**config.mk**
```make
export PLATFORM = sky130hd
export DESIGN_NAME = layer_seq_ctrl
export DESIGN_NICKNAME = d
export VERILOG_FILES = /design/src/rtl/layer_seq_ctrl.sv
export SDC_FILE = /design/constraint.sdc
export NUM_CORES = 1
export LEC_CHECK = 0
export ABC_AREA = 1
export ABC_CLOCK_PERIOD_IN_PS = 6370
export CAP_MARGIN = 20
export CORE_MARGIN = 8
export CORE_UTILIZATION = 57
export CTS_CLUSTER_DIAMETER = 100
export DETAILED_ROUTE_END_ITERATION = 6
export PLACE_DENSITY = 0.85
export SLEW_MARGIN = 10
export SYNTH_ARGS = -nofsm -noshare
export SYNTH_HDL_FRONTEND = slang
export SYNTH_SLANG_ARGS = --single-unit
```
**constraint.sdc**
```tcl
create_clock -name clk -period 6.37 [get_ports clk]
set_input_delay 1.274 -clock clk [delete_from_list [all_inputs] [get_ports clk]]
set_output_delay 1.274 -clock clk [all_outputs]
set_load 0.01 [all_outputs]
```
**src/rtl/layer_seq_ctrl.sv**
```systemverilog
// Time-multiplexed sequencer for one fully-connected layer: steps a shared MAC/activation
// engine through every neuron's weight/input pairs and publishes all results at once.
module layer_seq_ctrl #(
  parameter int N_IN  = 5,
  parameter int N_OUT = 10,
  parameter int DW    = 8,
  parameter int AW    = 6,
  parameter int LAT   = 2
) (
  input  logic                  clk,
  input  logic                  reset,
  input  logic                  start,
  input  logic                  abort,
  input  logic [N_IN*DW-1:0]    in_vec,
  output logic                  busy,
  output logic                  done,
  output logic                  out_valid,
  output logic [N_OUT*DW-1:0]   out_vec,
  output logic                  mac_en,
  output logic                  mac_clr,
  output logic [DW-1:0]         mac_x,
  output logic [AW-1:0]         w_addr,
  input  logic [DW-1:0]         mac_result
);

  localparam int KW  = (N_IN  > 1) ? $clog2(N_IN)  : 1;
  localparam int JW  = (N_OUT > 1) ? $clog2(N_OUT) : 1;
  localparam int DCW = (LAT   > 0) ? $clog2(LAT + 1) : 1;

  localparam logic [KW-1:0] K_LAST = KW'(N_IN - 1);
  localparam logic [JW-1:0] J_LAST = JW'(N_OUT - 1);

  localparam logic [2:0] S_IDLE  = 3'd0;
  localparam logic [2:0] S_MAC   = 3'd1;
  localparam logic [2:0] S_DRAIN = 3'd2;
  localparam logic [2:0] S_STORE = 3'd3;
  localparam logic [2:0] S_DONE  = 3'd4;

  logic [2:0]           state_q, state_d;
  logic [JW-1:0]        j_q, j_d;
  logic [KW-1:0]        k_q, k_d;
  logic [DCW-1:0]       drain_q, drain_d;
  logic                 busy_q;
  logic                 done_q;
  logic                 out_valid_q;
  logic [N_OUT*DW-1:0]  out_vec_q;
  logic [N_IN*DW-1:0]   in_q;
  logic [N_OUT*DW-1:0]  shadow_q;

  logic latch_in;
  logic store_en;
  logic commit;

  always_comb begin
    state_d  = state_q;
    j_d      = j_q;
    k_d      = k_q;
    drain_d  = drain_q;
    latch_in = 1'b0;
    store_en = 1'b0;
    commit   = 1'b0;

    case (state_q)
      S_IDLE: begin
        if (start && !abort) begin
          state_d  = S_MAC;
          j_d      = '0;
          k_d      = '0;
          latch_in = 1'b1;
        end
      end
      S_MAC: begin
        if (k_q == K_LAST) begin
          // A zero-latency engine has its result ready immediately, so skip DRAIN.
          if (LAT == 0) begin
            state_d = S_STORE;
          end else begin
            state_d = S_DRAIN;
            drain_d = DCW'(LAT);
          end
        end else begin
          k_d = k_q + 1'b1;
        end
      end
      S_DRAIN: begin
        drain_d = drain_q - DCW'(1);
        if (drain_q == DCW'(1)) begin
          state_d = S_STORE;
        end
      end
      S_STORE: begin
        store_en = 1'b1;
        k_d      = '0;
        if (j_q == J_LAST) begin
          state_d = S_DONE;
        end else begin
          j_d     = j_q + 1'b1;
          state_d = S_MAC;
        end
      end
      S_DONE: begin
        commit  = 1'b1;
        state_d = S_IDLE;
      end
      default: state_d = S_IDLE;
    endcase

    // Abort cancels any in-flight work, including the final publish.
    if (abort && (state_q != S_IDLE)) begin
      state_d  = S_IDLE;
      store_en = 1'b0;
      commit   = 1'b0;
    end
  end

  always_ff @(posedge clk) begin
    if (reset) begin
      state_q     <= S_IDLE;
      j_q         <= '0;
      k_q         <= '0;
      drain_q     <= '0;
      busy_q      <= 1'b0;
      done_q      <= 1'b0;
      out_valid_q <= 1'b0;
      out_vec_q   <= '0;
    end else begin
      state_q <= state_d;
      j_q     <= j_d;
      k_q     <= k_d;
      drain_q <= drain_d;
      busy_q  <= (state_d != S_IDLE);
      done_q  <= commit;
      if (latch_in) begin
        out_valid_q <= 1'b0;
      end else if (commit) begin
        out_valid_q <= 1'b1;
      end
      if (commit) begin
        out_vec_q <= shadow_q;
      end
    end
  end

  // Operand and partial-result storage carries no reset; it is only read after being written.
  always_ff @(posedge clk) begin
    if (latch_in) begin
      in_q <= in_vec;
    end
    if (store_en) begin
      shadow_q[int'(j_q)*DW +: DW] <= mac_result;
    end
  end

  assign busy      = busy_q;
  assign done      = done_q;
  assign out_valid = out_valid_q;
  assign out_vec   = out_vec_q;

  assign mac_en  = (state_q == S_MAC);
  assign mac_clr = mac_en && (k_q == '0);
  assign mac_x   = mac_en ? in_q[int'(k_q)*DW +: DW] : '0;
  assign w_addr  = mac_en ? (AW'(j_q) * AW'(N_IN) + AW'(k_q)) : '0;

endmodule

```
=== Word level (Yosys, flattened, before mapping) ===
Cells that the tools add are included.

* Bits in registers: 215
* Input bits: 52
* Output and inout port bits: 99

* Eq/ne operators: 11
* Multiply operators: 1
* Shift operators: 3
* Reduce and logical (&&, ||, !) cells: 15
* $add $sub $neg: 5
* Mux-type cells: 23

{| class="wikitable"
|+ Operators by type and width
! kind !! count
|-
| 80-bit bitwise mux || 1
|-
| 8-bit by 33-bit variable shift with 80-bit output, first input constant || 1
|-
| 8-bit by 33-bit indexed part select with 80-bit output || 1
|-
| 40-bit by 7-bit indexed part select with 8-bit output || 1
|-
| 7-bit negation with 33-bit output || 1
|-
| 3-bit 2-to-1 mux || 7
|-
| 3-bit case mux with 4 select lines || 1
|-
| 3-bit case mux with 3 select lines || 1
|-
| 3-bit nonzero test || 3
|-
| 4-bit 2-to-1 mux || 2
|-
| 8-bit 2-to-1 mux || 1
|-
| 4-bit case mux with 2 select lines || 1
|-
| 6-bit by 3-bit adder with 6-bit output || 1
|-
| 3-bit by 2-bit == test with 1-bit output, second input constant || 2
|-
| 3-bit == test, second input constant || 2
|-
| 3-bit logical NOT || 2
|-
| 4-bit by 3-bit multiplier with 6-bit output, second input constant || 1
|-
| 1-bit 2-to-1 mux || 6
|-
| 6-bit 2-to-1 mux || 1
|-
| 2-bit != test, second input constant || 3
|-
| 3-bit AND reduction || 2
|-
| 4-bit by 1-bit adder with 4-bit output, second input constant || 1
|-
| 4-bit == test, second input constant || 1
|-
| 2-bit case mux with 2 select lines || 1
|-
| other kinds (11) || 14
|}

=== Logic depth before layout (Yosys ltp) ===
Gate-level depths: netlist of the first run.

* Depth in word-level cells: 6
* Gate-level depth with buffers: 10
* Mapped depth without buffers: 9

=== Worst setup path after synthesis of the first run ===
OpenSTA, ideal clock, no wires.

* Path kind: register -> output
* From: register j_q[2]
* To: output w_addr[5]
* Cell stages (with the launch flop): 9
* Arrival: 1,976 ps
* Path slack: 3,120 ps
* Buffers on the path: 0
* Path through: dfxtp_1 ha_1 ha_1 fa_1 nand2_1 nand2_1 a21oi_1 nor2_1 nor2_1

* Cells in the longest elaborated chain, start to end: 3

{| class="wikitable"
|+ Ends and longest elaborated chain
! element !! RTL line !! RTL
|-
| start, declared || 40 || <nowiki>logic [JW-1:0] j_q, j_d;</nowiki>
|-
| start signal, assigned || 128 || <nowiki>j_q <= j_d;</nowiki>
|-
| 4-bit by 3-bit multiplier with 6-bit output || 162 || <nowiki>assign w_addr = mac_en ? (AW'(j_q) * AW'(N_IN) + AW'(k_q)) : '0;</nowiki>
|-
| 6-bit by 3-bit adder with 6-bit output || 162 ||
|-
| 6-bit 2-to-1 mux || 162 ||
|-
| end, declared || 22 || <nowiki>output logic [AW-1:0] w_addr,</nowiki>
|}

Every way passes these cells.

=== Final worst setup path of the first run ===
* From: register j_q[0]
* To: output w_addr[5]

Same word-level chain as after synthesis.

==> impl_metrics.json, run 1 <==
{
  "status": "complete, no violations",
  "diodes": 0,
  "multi_input_area_sq_mm": 0.00272,
  "cts_root_buffer": "clkbuf_16",
  "hold_buffers": 0,
  "cts_tree": "built",
  "hold_violations": 0,
  "viasPerCell": 5.40,
  "clkTransAtPathRegs_ns": 0.06,
  "pwr-share-comb": 0.067,
  "numCtsBuffers": 22,
  "p_total_mw": 2.84,
  "clkLatencyLatePin_ns": 0.50,
  "drt_iter0_markers": 464,
  "ys_async_sr_fraction": 0,
  "fillers": 1048,
  "firstDrtPassIters": 5,
  "yosys_warnings": 0,
  "grt_start_max_net_pins": 82,
  "finClkSkew_ns": 0.0116,
  "path_max_fanout": 11,
  "rsz0062_at_grt": "no",
  "cts.repair.resized": 0,
  "route.met2.wl_mm": 10.1,
  "wl_met3_mm": 1.71,
  "routed_wl_mm": 20.1,
  "seq_area_sq_mm": 0.00551,
  "required_ns": 5.10,
  "finalSetupTns_ns": 0,
  "final_layout_size_suffix_gt1_frac": 0.0567,
  "arrival_ns": 3.28,
  "synth-seq-cells": 215,
  "worst_hold_path_type": "flop to flop",
  "die_area_sq_mm": 0.0194,
  "hpwl_mm": 13.7,
  "cts_buffer_depth": 3,
  "wl_met1_mm": 7.79,
  "synth-main-ff-cell": "edfxtp_1",
  "power_frac_seq": 0.524,
  "endpoint_kind": "output port",
  "die_h_um": 139,
  "ant_nets": 0,
  "grt_overflow_total": 0,
  "clock-sinks": 215,
  "io_buffers": 150,
  "grt_pass1_wl_mm": 33.2,
  "start_kind": "flop",
  "antenna_found_initial": 0,
  "nNetsFinal": 1096,
  "start_util": 0.577,
  "clkPwrFrac": 0.409,
  "grt_pass1_vias": 6558,
  "p_int_mw": 2.21,
  "via_count": 6635,
  "irDropWorstVdd_mv": 0.216,
  "avgSynthCellArea_sq_um": 9.74,
  "wl_per_cell_um": 16.4,
  "period_needed_ns": 4.56,
  "fmax_ghz": 0.220,
  "cts_setup_buffers": 0,
  "rows": 45,
  "worstSetupPathType": "flop to output port",
  "cts.htree.levels": 1,
  "place_congestion": 0.870,
  "fin_crit_sh": 0.715,
  "drc": 0,
  "setup_viol": 0,
  "synth-edff-count": 120,
  "ys_seq_area_frac": 0.635,
  "finalMaxSlewViolations": 0,
  "p_sw_mw": 0.629,
  "synth_area_sq_mm": 0.00867,
  "io_pins": 151,
  "core_sq_mm": 0.0150,
  "p_per_area_mw_per_mm2": 262,
  "drv_cap": 0,
  "gr-usage-all-layers": 0.207,
  "syn_inst": 890,
  "area_growth_pct": 24.8,
  "synth_nets": 961,
  "swShare": 0.222,
  "tightestPinTransition_ns": 0.980,
  "p_leak_nw": 4.09,
  "synth_cell_types": 28,
  "fp.dieW_um": 139,
  "slew_headroom": 0.346,
  "top_layer": "met4"
}
## cells by family after synthesis
family          count (synthesis)  synth area share
buf+inv                        90            0.0507
xor+xnor                        2           0.00289
flops                         215             0.635
fa+ha+maj                      19            0.0283
compound gates                115            0.0668
simple gates                  449             0.216
## cells in the final DEF (no fill, tap or decap), drive strengths merged
cell type / synthesis / final
nor2: 308 / 308
clkdlybuf4s50: 0 / 150
edfxtp: 120 / 120
o21ai: 102 / 102
dfxtp: 95 / 95
nand2: 70 / 70
nand3: 56 / 56
inv: 46 / 46
clkbuf: 19 / 31
ha: 18 / 18
a21oi: 11 / 11
nor3: 11 / 11
clkinv: 1 / 8
buf: 24 / 4
nand4: 3 / 3
xor2: 1 / 1
a31oi: 1 / 1
xnor2: 1 / 1
nand3b: 1 / 1
o21a: 1 / 1
fa: 1 / 1
clkinvlp: 0 / 1
## cell usage after synthesis, types with 11 or more instances
master	instances	share of area
nor2_1	304	0.13
o21ai_0	102	0.059
dfxtp_1	95	0.22
nand3_1	47	0.027
a21oi_1	11	0.0064
clkbuf_1	19	0.0082
nand2_1	69	0.030
ha_1	18	0.026
edfxtp_1	120	0.42
inv_1	42	0.018
## routing by layer
metal,track usage,vias to the layer above
li1,-,3210
met1,0.238,3128
met2,0.363,253
met3,0.0660,44
met4,0.0624,0
met5,0,-
## power groups by stage
| stage | clock (mW) | sequential, mW | combinational (mW) |
|---|---|---|---|
| final | 1.16 | 1.49 | 0.190 |
| after global routing | 1.24 | 1.49 | 0.210 |
| after CTS | 1.18 | 1.49 | 0.189 |
| after detailed placement | 0 | 1.52 | 0.185 |
| after floorplan | 0 | 1.51 | 0.116 |
| after global placement | 0 | 1.52 | 0.182 |
## worst max-delay path: stages, from the launching register on
cell and delay (ns):
dfxtp_1 0.61, ha_1 0.31, ha_1 0.33, fa_1 0.48, nand2_1 0.08, nand2_1 0.04
a21oi_1 0.16, nor2_1 0.06, nor2_1 0.11, clkdlybuf4s50_1 0.60
## sequential cells by signal (all words and copies together), names as in the netlist
| register | count |
|---|---|
| out_valid | 1 |
| state_q | 3 |
| busy | 1 |
| k_q | 3 |
| shadow_q | 80 |
| out_vec | 80 |
| done | 1 |
| j_q | 4 |
| in_q | 40 |
| drain_q | 2 |
## per-stage QoR
step	area [sq um]	hold slack [ns]	instances	util	setup slack [ns]
after global routing	10800	0.479	1228	0.720	1.64
after CTS	10800	0.461	1228	0.720	1.81
after floorplan	8670	0.428	890	-	3.12
after detailed placement	10200	0.455	1189	0.677	2.41
final	10800	0.462	1228	0.720	1.81
after global placement	10200	0.446	1189	0.677	2.45
## final timing paths
| check | startpoint | endpoint | slack [ns] | cells past startpoint |
|---|---|---|---|---|
| setup / recovery | j_q[0] | w_addr[5] | 1.81 | 9 |
| hold / removal | drain_q[0] | drain_q[0] | 0.46 | 1 |
| setup reg to reg | j_q[0] | shadow_q[5] | 3.23 | 7 |
| hold reg to reg | drain_q[0] | drain_q[0] | 0.46 | 1 |
## area by class of cell
| type | count | area share |
|---|---|---|
| Timing Repair Buffer | 154 | 0.142 |
| Multi-Input combinational cell | 585 | 0.252 |
| Sequential cell | 215 | 0.509 |
| Clock buffer | 31 | 0.0560 |
| Inverter | 47 | 0.0163 |
| Tap cell | 188 | 0.0217 |
| Clock inverter | 8 | 0.00382 |
Power figures use the tool's default switching activity.
==> run 2: changes to the inputs <==
--- a/config.mk
+++ b/config.mk
@@ -6,13 +6,13 @@
 export NUM_CORES = 1
 export LEC_CHECK = 0
 export ABC_AREA = 1
-export ABC_CLOCK_PERIOD_IN_PS = 6370
+export ABC_CLOCK_PERIOD_IN_PS = 4600
 export CAP_MARGIN = 20
 export CORE_MARGIN = 8
-export CORE_UTILIZATION = 57
+export CORE_UTILIZATION = 53
 export CTS_CLUSTER_DIAMETER = 100
 export DETAILED_ROUTE_END_ITERATION = 6
-export PLACE_DENSITY = 0.85
+export PLACE_DENSITY = 0.8
 export SLEW_MARGIN = 10
 export SYNTH_ARGS = -nofsm -noshare
 export SYNTH_HDL_FRONTEND = slang
==> constraint.sdc (replaced) <==
create_clock -name clk -period 4.6 [get_ports clk]
set_input_delay 0.92 -clock clk [delete_from_list [all_inputs] [get_ports clk]]
set_output_delay 0.92 -clock clk [all_outputs]
set_load 0.01 [all_outputs]
==> run 2 against run 1 <==
  * Combinational power up 38%
  * Largest cell class unchanged
  * Worst setup slack worse by 1.4 ns
  * Hold slack about the same
  * Sequential share of layout area down 0.54 points
  * Critical path depth did not move
  * Global-route usage decreased by 1.6 points
  * Non-clock buffer count unchanged
  * Die area is 6.7% higher
==> impl_metrics.json, run 2 (synthesis results as in run 1) <==
{
  "cts_buffer_depth": 3,
  "rr_endpoint": "shadow_q[6]",
  "cts_tree": "built",
  "drv_cap": 0,
  "hold_start": "out_valid",
  "hold_end": "out_valid",
  "multi_input_area_sq_mm": 0.00272,
  "clkTransAtPathRegs_ns": 0.06,
  "fillers": 1209,
  "hold_buffers": 0,
  "viasPerCell": 5.19,
  "grtUsageMet3": 0.0425,
  "rr_worst_depth": 7,
  "cts_root_buffer": "clkbuf_16",
  "use_met1": 0.227,
  "core_sq_mm": 0.0159,
  "finalMaxSlewViolations": 0,
  "power_frac_seq": 0.505,
  "swShare": 0.218,
  "gr-usage-all-layers": 0.192,
  "grt_use_met2": 0.336,
  "required_ns": 3.68,
  "fin_cells": 1257,
  "io_pins": 151,
  "mostFrequentLayoutCells": "304 x nor2_1, 150 x clkdlybuf4s50_1, 120 x edfxtp_1",
  "start_kind": "flop",
  "wl_per_cell_um": 15.7,
  "finClkSkew_ns": 0.00657,
  "start_util": 0.544,
  "grt.busiest_layer": "met2",
  "io_buffers": 150,
  "endpoint_kind": "output port",
  "grt_pass1_vias": 6439,
  "r2r-start": "j_q[0]",
  "finalSetupTns_ns": 0,
  "drc": 0,
  "grt_overflow_total": 0,
  "cts.repair.resized": 0,
  "routed_wl_mm": 19.7,
  "grt_start_max_net_pins": 70,
  "irDropWorstVdd_mv": 0.275,
  "pwr-share-comb": 0.064,
  "area_growth_pct": 26.1,
  "clkPwrFrac": 0.430,
  "period_needed_ns": 4.18,
  "die_h_um": 144,
  "final_layout_size_suffix_gt1_frac": 0.0624,
  "startpoint": "j_q[0]",
  "path_max_fanout": 11,
  "cts.htree.levels": 1,
  "hold_path_depth": 1,
  "worstSetupPathType": "flop to output port",
  "worst_hold_path_type": "flop to flop",
  "clock-sinks": 215,
  "cts_setup_buffers": 0,
  "ff2ff_setup_slack_ns": 1.43,
  "place_congestion": 0.890,
  "hpwl_mm": 13.9,
  "via_count": 6522,
  "seq_area_sq_mm": 0.00551,
  "fmax_ghz": 0.239,
  "fp.dieW_um": 144,
  "p_int_mw": 3.19,
  "drt_iter0_markers": 480,
  "arrival_ns": 3.26,
  "numCtsBuffers": 22,
  "tightestPinTransition_ns": 0.827,
  "die_area_sq_mm": 0.0207,
  "dp.cells": 1217,
  "firstDrtPassIters": 5,
  "final_util": 0.686,
  "status": "complete, no violations",
  "layout_commonest_cell": "nor2_1",
  "rsz0062_at_grt": "no",
  "diodes": 0,
  "ant_nets": 0,
  "p_per_area_mw_per_mm2": 373,
  "p_leak_nw": 4.14,
  "nNetsFinal": 1096,
  "fin_crit_sh": 0.909,
  "clkLatencyLatePin_ns": 0.50,
  "rows": 46,
  "antenna_found_initial": 0,
  "slew_headroom": 0.445,
  "hold_violations": 0,
  "setup_viol": 0,
  "grt_pass1_wl_mm": 31.9,
  "p_sw_mw": 0.888
}
[run 2: cell count changes in the layout (fill, tap and decap cells not counted)]
cell | before | now
clkinv_1 | 2 | 4
clkbuf_1 | 8 | 2
clkbuf_8 | 0 | 5
inv_1 | 42 | 41
bufinv_16 | 0 | 1
[run 2: worst max path at each step]
stage	end	cells past startpoint
after global routing	w_addr[5]	9
after floorplan	w_addr[5]	8
final	w_addr[5]	9
after global placement	w_addr[5]	9
after CTS	w_addr[5]	9
after detailed placement	w_addr[5]	9
[run 2: final cells by class]
class	instances	area share
clock buffer	30	0.0596
clock inverter	10	0.00687
inverter	47	0.0161
multi-input combinational	585	0.249
sequential	215	0.504
tap	216	0.0247
timing repair buffer	154	0.140
[run 2: per-layer routing]
metal | vias up | part of all wire | routed length [um]
met5 | - | 0 | 0
li1 | 3209 | - | -
met2 | 219 | 0.49 | 9740
met4 | 0 | 0.024 | 475
met3 | 40 | 0.073 | 1450
met1 | 3054 | 0.41 | 8050
[run 2: critical path: stages (launching register included)]
cell and delay, ns:
dfxtp_1 0.64, ha_1 0.33, ha_1 0.32, fa_1 0.46
nand2_1 0.08, nand2_1 0.05, a21oi_1 0.17, nor2_1 0.06
nor2_1 0.11, clkdlybuf4s50_1 0.55
[run 2: stage by stage]
step	cell area (sq um)	total power, mW	setup WS, ns	hold WS [ns]
2_1_floorplan	8670	2.25	1.70	0.428
3_3_place_gp	10200	2.35	1.02	0.448
3_5_place_dp	10200	2.36	0.972	0.452
4_1_cts	10900	4.10	0.417	0.466
5_1_grt	10900	4.20	0.170	0.489
6_report	10900	4.07	0.419	0.462
[run 2: power groups by stage]
stage | clock network, mW | logic [mW] | registers, mW
global route | 1.85 | 0.292 | 2.06
finish | 1.75 | 0.262 | 2.06
detailed placement | 0 | 0.260 | 2.10
floorplan | 0 | 0.161 | 2.09
global placement | 0 | 0.254 | 2.10
CTS | 1.78 | 0.263 | 2.06
